<file path="src/rtl/dmem_arbiter.sv">
// Two-port (core/debug) arbiter in front of a fixed-latency data memory.
// Define DMEM_ARB_RR_EN for round-robin tie-breaking; default is fixed core priority.
module dmem_arbiter #(
  parameter int unsigned AW  = 32,
  parameter int unsigned DW  = 32,
  parameter int unsigned LAT = 1
) (
  input  logic            clk,
  input  logic            rst,

  input  logic            c_req,
  input  logic            c_we,
  input  logic [AW-1:0]   c_addr,
  input  logic [DW-1:0]   c_wdata,
  input  logic [DW/8-1:0] c_wmask,
  output logic [DW-1:0]   c_rdata,
  output logic            c_done,
  output logic            c_stall,

  input  logic            d_req,
  input  logic            d_we,
  input  logic [AW-1:0]   d_addr,
  input  logic [DW-1:0]   d_wdata,
  input  logic [DW/8-1:0] d_wmask,
  output logic [DW-1:0]   d_rdata,
  output logic            d_done,

  output logic            m_en,
  output logic            m_we,
  output logic [AW-1:0]   m_addr,
  output logic [DW-1:0]   m_wdata,
  output logic [DW/8-1:0] m_wmask,
  input  logic [DW-1:0]   m_rdata,

  output logic            busy,
  output logic            owner
);

  localparam int unsigned MW = DW / 8;
  localparam int unsigned CW = $clog2(LAT + 1);

  localparam logic [1:0] StIdle   = 2'd0;
  localparam logic [1:0] StAccess = 2'd1;
  localparam logic [1:0] StWait   = 2'd2;
  localparam logic [1:0] StDone   = 2'd3;

  logic [1:0]    state_q, state_d;
  logic [CW-1:0] cnt_q, cnt_d;
  logic          owner_q, owner_d;
  logic          m_we_q, m_we_d;
  logic [AW-1:0] m_addr_q, m_addr_d;
  logic [DW-1:0] m_wdata_q, m_wdata_d;
  logic [MW-1:0] m_wmask_q, m_wmask_d;
  logic [DW-1:0] c_rdata_q, c_rdata_d;
  logic [DW-1:0] d_rdata_q, d_rdata_d;
  logic          gnt;
  logic          enter_done;

`ifdef DMEM_ARB_RR_EN
  logic          last_q, last_d;

  // On a tie the port that did not win last time goes first.
  always_comb begin
    gnt = d_req;
    if (c_req && d_req) begin
      gnt = ~last_q;
    end
  end
`else
  always_comb begin
    gnt = d_req & ~c_req;
  end
`endif

  always_comb begin
    state_d   = state_q;
    cnt_d     = cnt_q;
    owner_d   = owner_q;
    m_we_d    = m_we_q;
    m_addr_d  = m_addr_q;
    m_wdata_d = m_wdata_q;
    m_wmask_d = m_wmask_q;
`ifdef DMEM_ARB_RR_EN
    last_d    = last_q;
`endif
    unique case (state_q)
      StIdle: begin
        if (c_req || d_req) begin
          state_d   = StAccess;
          owner_d   = gnt;
          m_we_d    = gnt ? d_we    : c_we;
          m_addr_d  = gnt ? d_addr  : c_addr;
          m_wdata_d = gnt ? d_wdata : c_wdata;
          m_wmask_d = gnt ? d_wmask : c_wmask;
        end
      end
      StAccess: begin
        if (LAT == 1) begin
          state_d = StDone;
        end else begin
          cnt_d   = CW'(LAT - 1);
          state_d = StWait;
        end
      end
      StWait: begin
        cnt_d = cnt_q - 1'b1;
        if (cnt_q == CW'(1)) begin
          state_d = StDone;
        end
      end
      StDone: begin
        state_d = StIdle;
`ifdef DMEM_ARB_RR_EN
        last_d  = owner_q;
`endif
      end
      default: state_d = StIdle;
    endcase
  end

  // Read data is sampled on the edge that moves the FSM into DONE.
  assign enter_done = (state_d == StDone) && (state_q != StDone);

  always_comb begin
    c_rdata_d = c_rdata_q;
    d_rdata_d = d_rdata_q;
    if (enter_done && !m_we_q) begin
      if (owner_q) begin
        d_rdata_d = m_rdata;
      end else begin
        c_rdata_d = m_rdata;
      end
    end
  end

  always_ff @(posedge clk) begin
    if (!rst) begin
      state_q   <= StIdle;
      cnt_q     <= '0;
      owner_q   <= 1'b0;
      m_we_q    <= 1'b0;
      m_addr_q  <= '0;
      m_wdata_q <= '0;
      m_wmask_q <= '0;
      c_rdata_q <= '0;
      d_rdata_q <= '0;
`ifdef DMEM_ARB_RR_EN
      last_q    <= 1'b1;
`endif
    end else begin
      state_q   <= state_d;
      cnt_q     <= cnt_d;
      owner_q   <= owner_d;
      m_we_q    <= m_we_d;
      m_addr_q  <= m_addr_d;
      m_wdata_q <= m_wdata_d;
      m_wmask_q <= m_wmask_d;
      c_rdata_q <= c_rdata_d;
      d_rdata_q <= d_rdata_d;
`ifdef DMEM_ARB_RR_EN
      last_q    <= last_d;
`endif
    end
  end

  assign m_en    = (state_q == StAccess);
  assign m_we    = m_we_q;
  assign m_addr  = m_addr_q;
  assign m_wdata = m_wdata_q;
  assign m_wmask = m_wmask_q;
  assign busy    = (state_q != StIdle);
  assign owner   = owner_q;
  assign c_done  = (state_q == StDone) && !owner_q;
  assign d_done  = (state_q == StDone) && owner_q;
  assign c_stall = c_req & ~c_done;
  assign c_rdata = c_rdata_q;
  assign d_rdata = d_rdata_q;

endmodule

</file>
<file path="config.mk">
export PLATFORM = sky130hd
export DESIGN_NAME = dmem_arbiter
export DESIGN_NICKNAME = d
export VERILOG_FILES = /design/src/rtl/dmem_arbiter.sv
export SDC_FILE = /design/constraint.sdc
export NUM_CORES = 1
export LEC_CHECK = 0
export BUFFER_PORTS_ARGS = -buffer_cell sky130_fd_sc_hd__buf_2
export CAP_MARGIN = 25
export CORE_ASPECT_RATIO = 0.8
export CORE_UTILIZATION = 40
export CTS_BUF_LIST = sky130_fd_sc_hd__clkbuf_4 sky130_fd_sc_hd__clkbuf_8
export CTS_CLUSTER_DIAMETER = 150
export DETAILED_ROUTE_END_ITERATION = 12
export HOLD_SLACK_MARGIN = 0.08
export PLACE_DENSITY = 0.82
export SYNTH_ARGS = -nofsm -noshare
export SYNTH_HDL_FRONTEND = slang
export SYNTH_SLANG_ARGS = --single-unit
export TNS_END_PERCENT = 20
</file>
<file path="constraint.sdc">
create_clock -name clk -period 2.3 [get_ports clk]
set_clock_uncertainty 0.2 [all_clocks]
set_input_delay 0.115 -clock clk [delete_from_list [all_inputs] [get_ports clk]]
set_output_delay 0.115 -clock clk [all_outputs]
set_load 0.005 [all_outputs]
</file>
======== After elaboration in Yosys (flattened, before gate mapping) ========
Index checks and enable logic that the tools add are counted.
W data, S select, Z words.
word-level totals
  bits in registers ....................... 137
  output and inout bits ................... 139
  word-level logic and storage cells ...... 39
cells by class
  $add $sub $neg .......................... 1
  equality and inequality tests ........... 5
  mux-type cells .......................... 7
  bitwise operators ....................... 5
  reductions and logical operators ........ 12
operators by type and width
  cell                   number
  $mux W32               2
  $pmux W2 S4            1
  $eq A2 B2 Y1 const B   3
  $reduce_and A2 Y1      3
  $logic_and A1 B1 Y1    4
  $mux W2                2
  $mux W4                1
  $not A1 Y1             3
  $and A1 B1 Y1          2
  $eq A2 B1 Y1 const B   1
  $logic_not A1 Y1       2
  $logic_not A2 Y1       1
  $ne A2 B2 Y1 const B   1
  $reduce_bool A2 Y1     1
  $logic_or A1 B1 Y1     1
  $mux W1                1
  $sub A1 B1 Y1 const B  1

======== Depth between registers and ports, before layout ========
  depth in word-level cells ............... 7
  depth in mapped cells ................... 8
  gate-level depth less buffers ........... 6

======== Least setup slack after synthesis ========
Ideal clock, no wire load.
  kind .................................... reg2reg
  start point ............................. register state_q[0]
  end point ............................... register m_addr_q[10], in the netlist m_addr[10]
  library setup time ...................... 0.116 ns
  data arrival time ....................... 1.497 ns
  data required time ...................... 1.984 ns
  setup slack ............................. 0.487 ns
  stages on the path, launching flop included .. 9
  path buffers ............................ 2
  clock period less this slack ............ 1.813 ns
  cell sequence ........................... dfxtp_1 > inv_1 > ha_1 > inv_1 > nor2_1 > buf_2 > buf_1 > nand2_1 > o211a_1
between the ends
  cells in the longest elaborated chain, start to end .. 2
ends and longest elaborated chain
  item                                line  RTL
  from (decl)                         47    logic [1:0] state_q, state_d;
  from (signal assigned)              138   state_q <= StIdle;
  from (signal assigned)              151   state_q <= state_d;
  $logic_not A2 Y1                    86    unique case (state_q)
  $reduce_and A2 Y1 (no source line)  -
  to (signal assigned)                155   m_addr_q <= m_addr_d;
  to (decl)                           51    logic [AW-1:0] m_addr_q, m_addr_d;
Every way passes these cells.
A chain may end at the register's enable or synchronous reset.

======== Worst setup path after layout ========
  start point ............................. input d_req
  end point ............................... register m_wdata_q[12], in the netlist m_wdata[12]
between the ends
  cells in the longest elaborated chain, start to end .. 2
ends and longest elaborated chain
  item                                                 line    RTL
  from (decl)                                          20      input logic d_req,
  $and A1 B1 Y1 or $logic_or A1 B1 Y1 (tied branches)  71, 88
  $mux W32 or $reduce_and A2 Y1 (tied branches)        -
  to (signal assigned)                                 156     m_wdata_q <= m_wdata_d;
  to (decl)                                            52      logic [DW-1:0] m_wdata_q, m_wdata_d;
Parallel ways exist; a longest one is shown, timed or not.

==> results.md <==
* Run status: completed
* CP dominant cell by count: dlygate4sd3_1
* Post-synth top cells: nand2_1, dfxtp_1, mux2i_1
* Crit path launch type: input port
* Synth Register Bits at 137
* Final GP Congestion at 0.738
* Switching pwr at 3.13 mW
* Worst R2R Path Depth at 7
* Slew Viols, Final at 0
* CP required at 2.43 ns
* Layout cell share with drive strength beyond 1 at 34.1%
* Clock Path Buffers at 2
* Final ANT Viol Nets at 0
* WS Path Type: input port to flop
* HP Class: input port to flop
* Max VDD drop at 689 uV
* Seq pwr share at 38.2%
* Wire length per cell at 17.2 um
* P&R area growth vs syn at 67.8%
* Cells after Synth at 580
* Worst path cell trace: dlygate4sd3_1 > buf_2 > nor2b_4 > buf_4 > buf_6 > mux2i_1 > dlygate4sd3_1 > nand2_1 > o211a_1
* CTS tree: yes
* Initial antenna violation count at 4
* Post-synth top area cell: dfxtp_1
* Vias in the first global route at 6277
* Peak Freq at 440 MHz
* Slew margin rel. at 74.1%
* Width of the die at 137 um
* Clk_lat worst skew at 0.43 ns
* Final Setup Violations at 0
* IO Port Bufs at 312
* Final net count at 1230
* DRC errors left at 0
* Comb power frac at 39.1%
* Most used flip-flop cell after synthesis: dfxtp_1
* Largest cells by area after synthesis: dfxtp_1, mux2i_1, o211a_1
* Die Ht at 110 um
* Total number of vias at 6289
* Num ports at 313
* Worst hold endpoint: m_we
* Mean post-synth cell area at 10.1 um^2
* Global-route wire length before repair at 31.4 mm
* # Max-Cap Violations at 0
* TritonCTS buffer count at 17
* Leakage at 5.58 nW
* CP endpoint kind: flop
* Root Driver: clkbuf_8
* Cell with the most instances after synthesis: nand2_1
* Top delay family on crit path: buffers and inverters
* All-layer global routing usage at 27.3%
* Netlist cell types at 20
* Clk sink count at 137
* Fin crit period at 2.27 ns
* Starting Density at 41.0%
* Vias per inst at 5.02
* Largest net degree at the start of global routing at 94
* Buf+Inv Stages, Crit Path at 5
* Synth warn at 0
* Reg-to-reg endpoint: d_rdata[1]
* Int Pwr at 5.98 mW
* Worst EP arrival at 2.40 ns
* Worst Max-Slew Pin Slew at 0.389 ns
* Post-synth ARST share at 0%
* CORE AREA at 0.0143 mm^2
* Detailed-route wire length at 21.5 mm
* Hold path depth at 4
* Pwr per Cell Area at 925 mW/mm^2
* Crit Path Max Fanout at 11
* Final period util at 98.7%
* Synth Net Count at 759
* DP HPWL at 10.9 mm
* Htree depth at 4
* Worst reg-to-reg setup slack at 0.23 ns
* Gr ovfl total at 0
* Seq/Total Area, Yosys at 46.7%
* Critical R2R Launch: state_q[0]
* EDFF count, synth at 0
* CP peak stage delay at 0.59 ns
* Final hold slack at 0.120 ns
* CP max stage cell: dlygate4sd3_1
* Min-delay src: c_req
* Die area at 0.0152 mm^2
* Top cell type's share of synthesized area at 46.7%
* Num rows at 39
* Clock transition at path regs at 0.07 ns
* Final Hold Vio Count at 0
* DRT iter0 DRCs at 335
* Initial DRT Pass Iterations at 7
* Clk pwr share at 22.7%
* Fillers at 962
* Switching Fraction at 34.4%
* Final core area utilization at 68.9%
* Total power at 9.11 mW
* Mapped Area at 0.00587 mm^2
## flip-flops by register name, summed over array words and instances (netlist names), 2 cells and up
signal and flops:
c_rdata 32, d_rdata 32, m_addr 32, m_wdata 32, m_wmask 4, state_q 2
## layout by cell type, fill, tap and decap left out, types with 5 or more instances in the layout
cell	n
buf_2	311
ha_1	5
dlygate4sd3_1	174
dfxtp_1	137
buf_12	8
mux2i_1	133
nand2_1	167
o211a_1	69
clkbuf_8	21
## metrics by stage
step | TNS [ns] | setup WS [ns] | std cells | instance area (um^2)
4_1_cts | 0 | 0.164 | 1243 | 9750
2_1_floorplan | 0 | 0.487 | 580 | 5870
5_1_grt | -0.0173 | -0.0173 | 1252 | 9840
3_5_place_dp | 0 | 0.300 | 1037 | 7580
6_report | 0 | 0.0288 | 1252 | 9840
3_3_place_gp | 0 | 0.426 | 1037 | 7580
## how the worst max path moves through the flow
stage / slack (ns) / depth (start not counted) / start / to
3_5_place_dp: 0.30 / 7 / state_q[0] / c_rdata[15]
5_1_grt: -0.02 / 9 / d_req / m_wdata[12]
3_3_place_gp: 0.43 / 7 / state_q[0] / d_rdata[11]
6_report: 0.03 / 9 / d_req / m_wdata[12]
4_1_cts: 0.16 / 8 / d_req / m_we
2_1_floorplan: 0.49 / 8 / state_q[0] / m_addr[10]
## area by class of cell
type,count,area [um^2],area share [%]
Clock buffer,24,312,3.16
Multi-Input combinational cell,392,2880,29.3
Tap cell,184,230,2.34
Antenna cell,4,10.0,0.102
Timing Repair Buffer,500,3550,36.1
Clock inverter,8,109,1.11
Sequential cell,137,2740,27.9
Inverter,3,11.3,0.114
## routing by layer
| layer | routed length, um | GRT usage (%) | share of wire [%] | vias up |
|---|---|---|---|---|
| met5 | 0 | 0 | 0 | - |
| met4 | 888 | 15.0 | 4.1 | 0 |
| met3 | 1780 | 9.51 | 8.3 | 80 |
| met2 | 10600 | 46.3 | 49 | 341 |
| met1 | 8230 | 30.0 | 38 | 2923 |
| li1 | - | - | - | 2945 |
## power groups by stage
stage,combinational [mW],clock (mW),sequential [mW]
final,3.57,2.06,3.48
after global routing,3.85,2.21,3.56
after CTS,3.45,2.10,3.45
after detailed placement,3.16,0,3.49
after global placement,3.09,0,3.47
after floorplan,1.82,0,3.54
## kinds of logic (layout without fill, tap and decap cells)
logic type / after synthesis / in the layout / synth area share, %
compound gates: 72 / 72 / 12.4
buf+inv: 51 / 535 / 4.44
mux: 133 / 133 / 22.7
fa+ha+maj: 5 / 5 / 1.07
flops: 137 / 137 / 46.7
other cells: 0 / 4 / 0
xor+xnor: 1 / 1 / 0.149
simple gates: 181 / 181 / 12.5
## what timing repair did
| item | 4_1_cts | 5_1_grt |
|---|---|---|
| setup buffers | 0 | 2 |
| hold buffers | 174 | 0 |
| gates resized for setup | 0 | 3 |
| endpoints found under the hold margin | 137 | 0 |
| endpoints found under the setup margin | 0 | 9 |
## worst min-delay path, stage by stage
cell and delay [ns]:
buf_2 0.14, nor2_1 0.12, nor2_4 0.19, o211a_1 0.16
(Power assumes the default switching activity.)
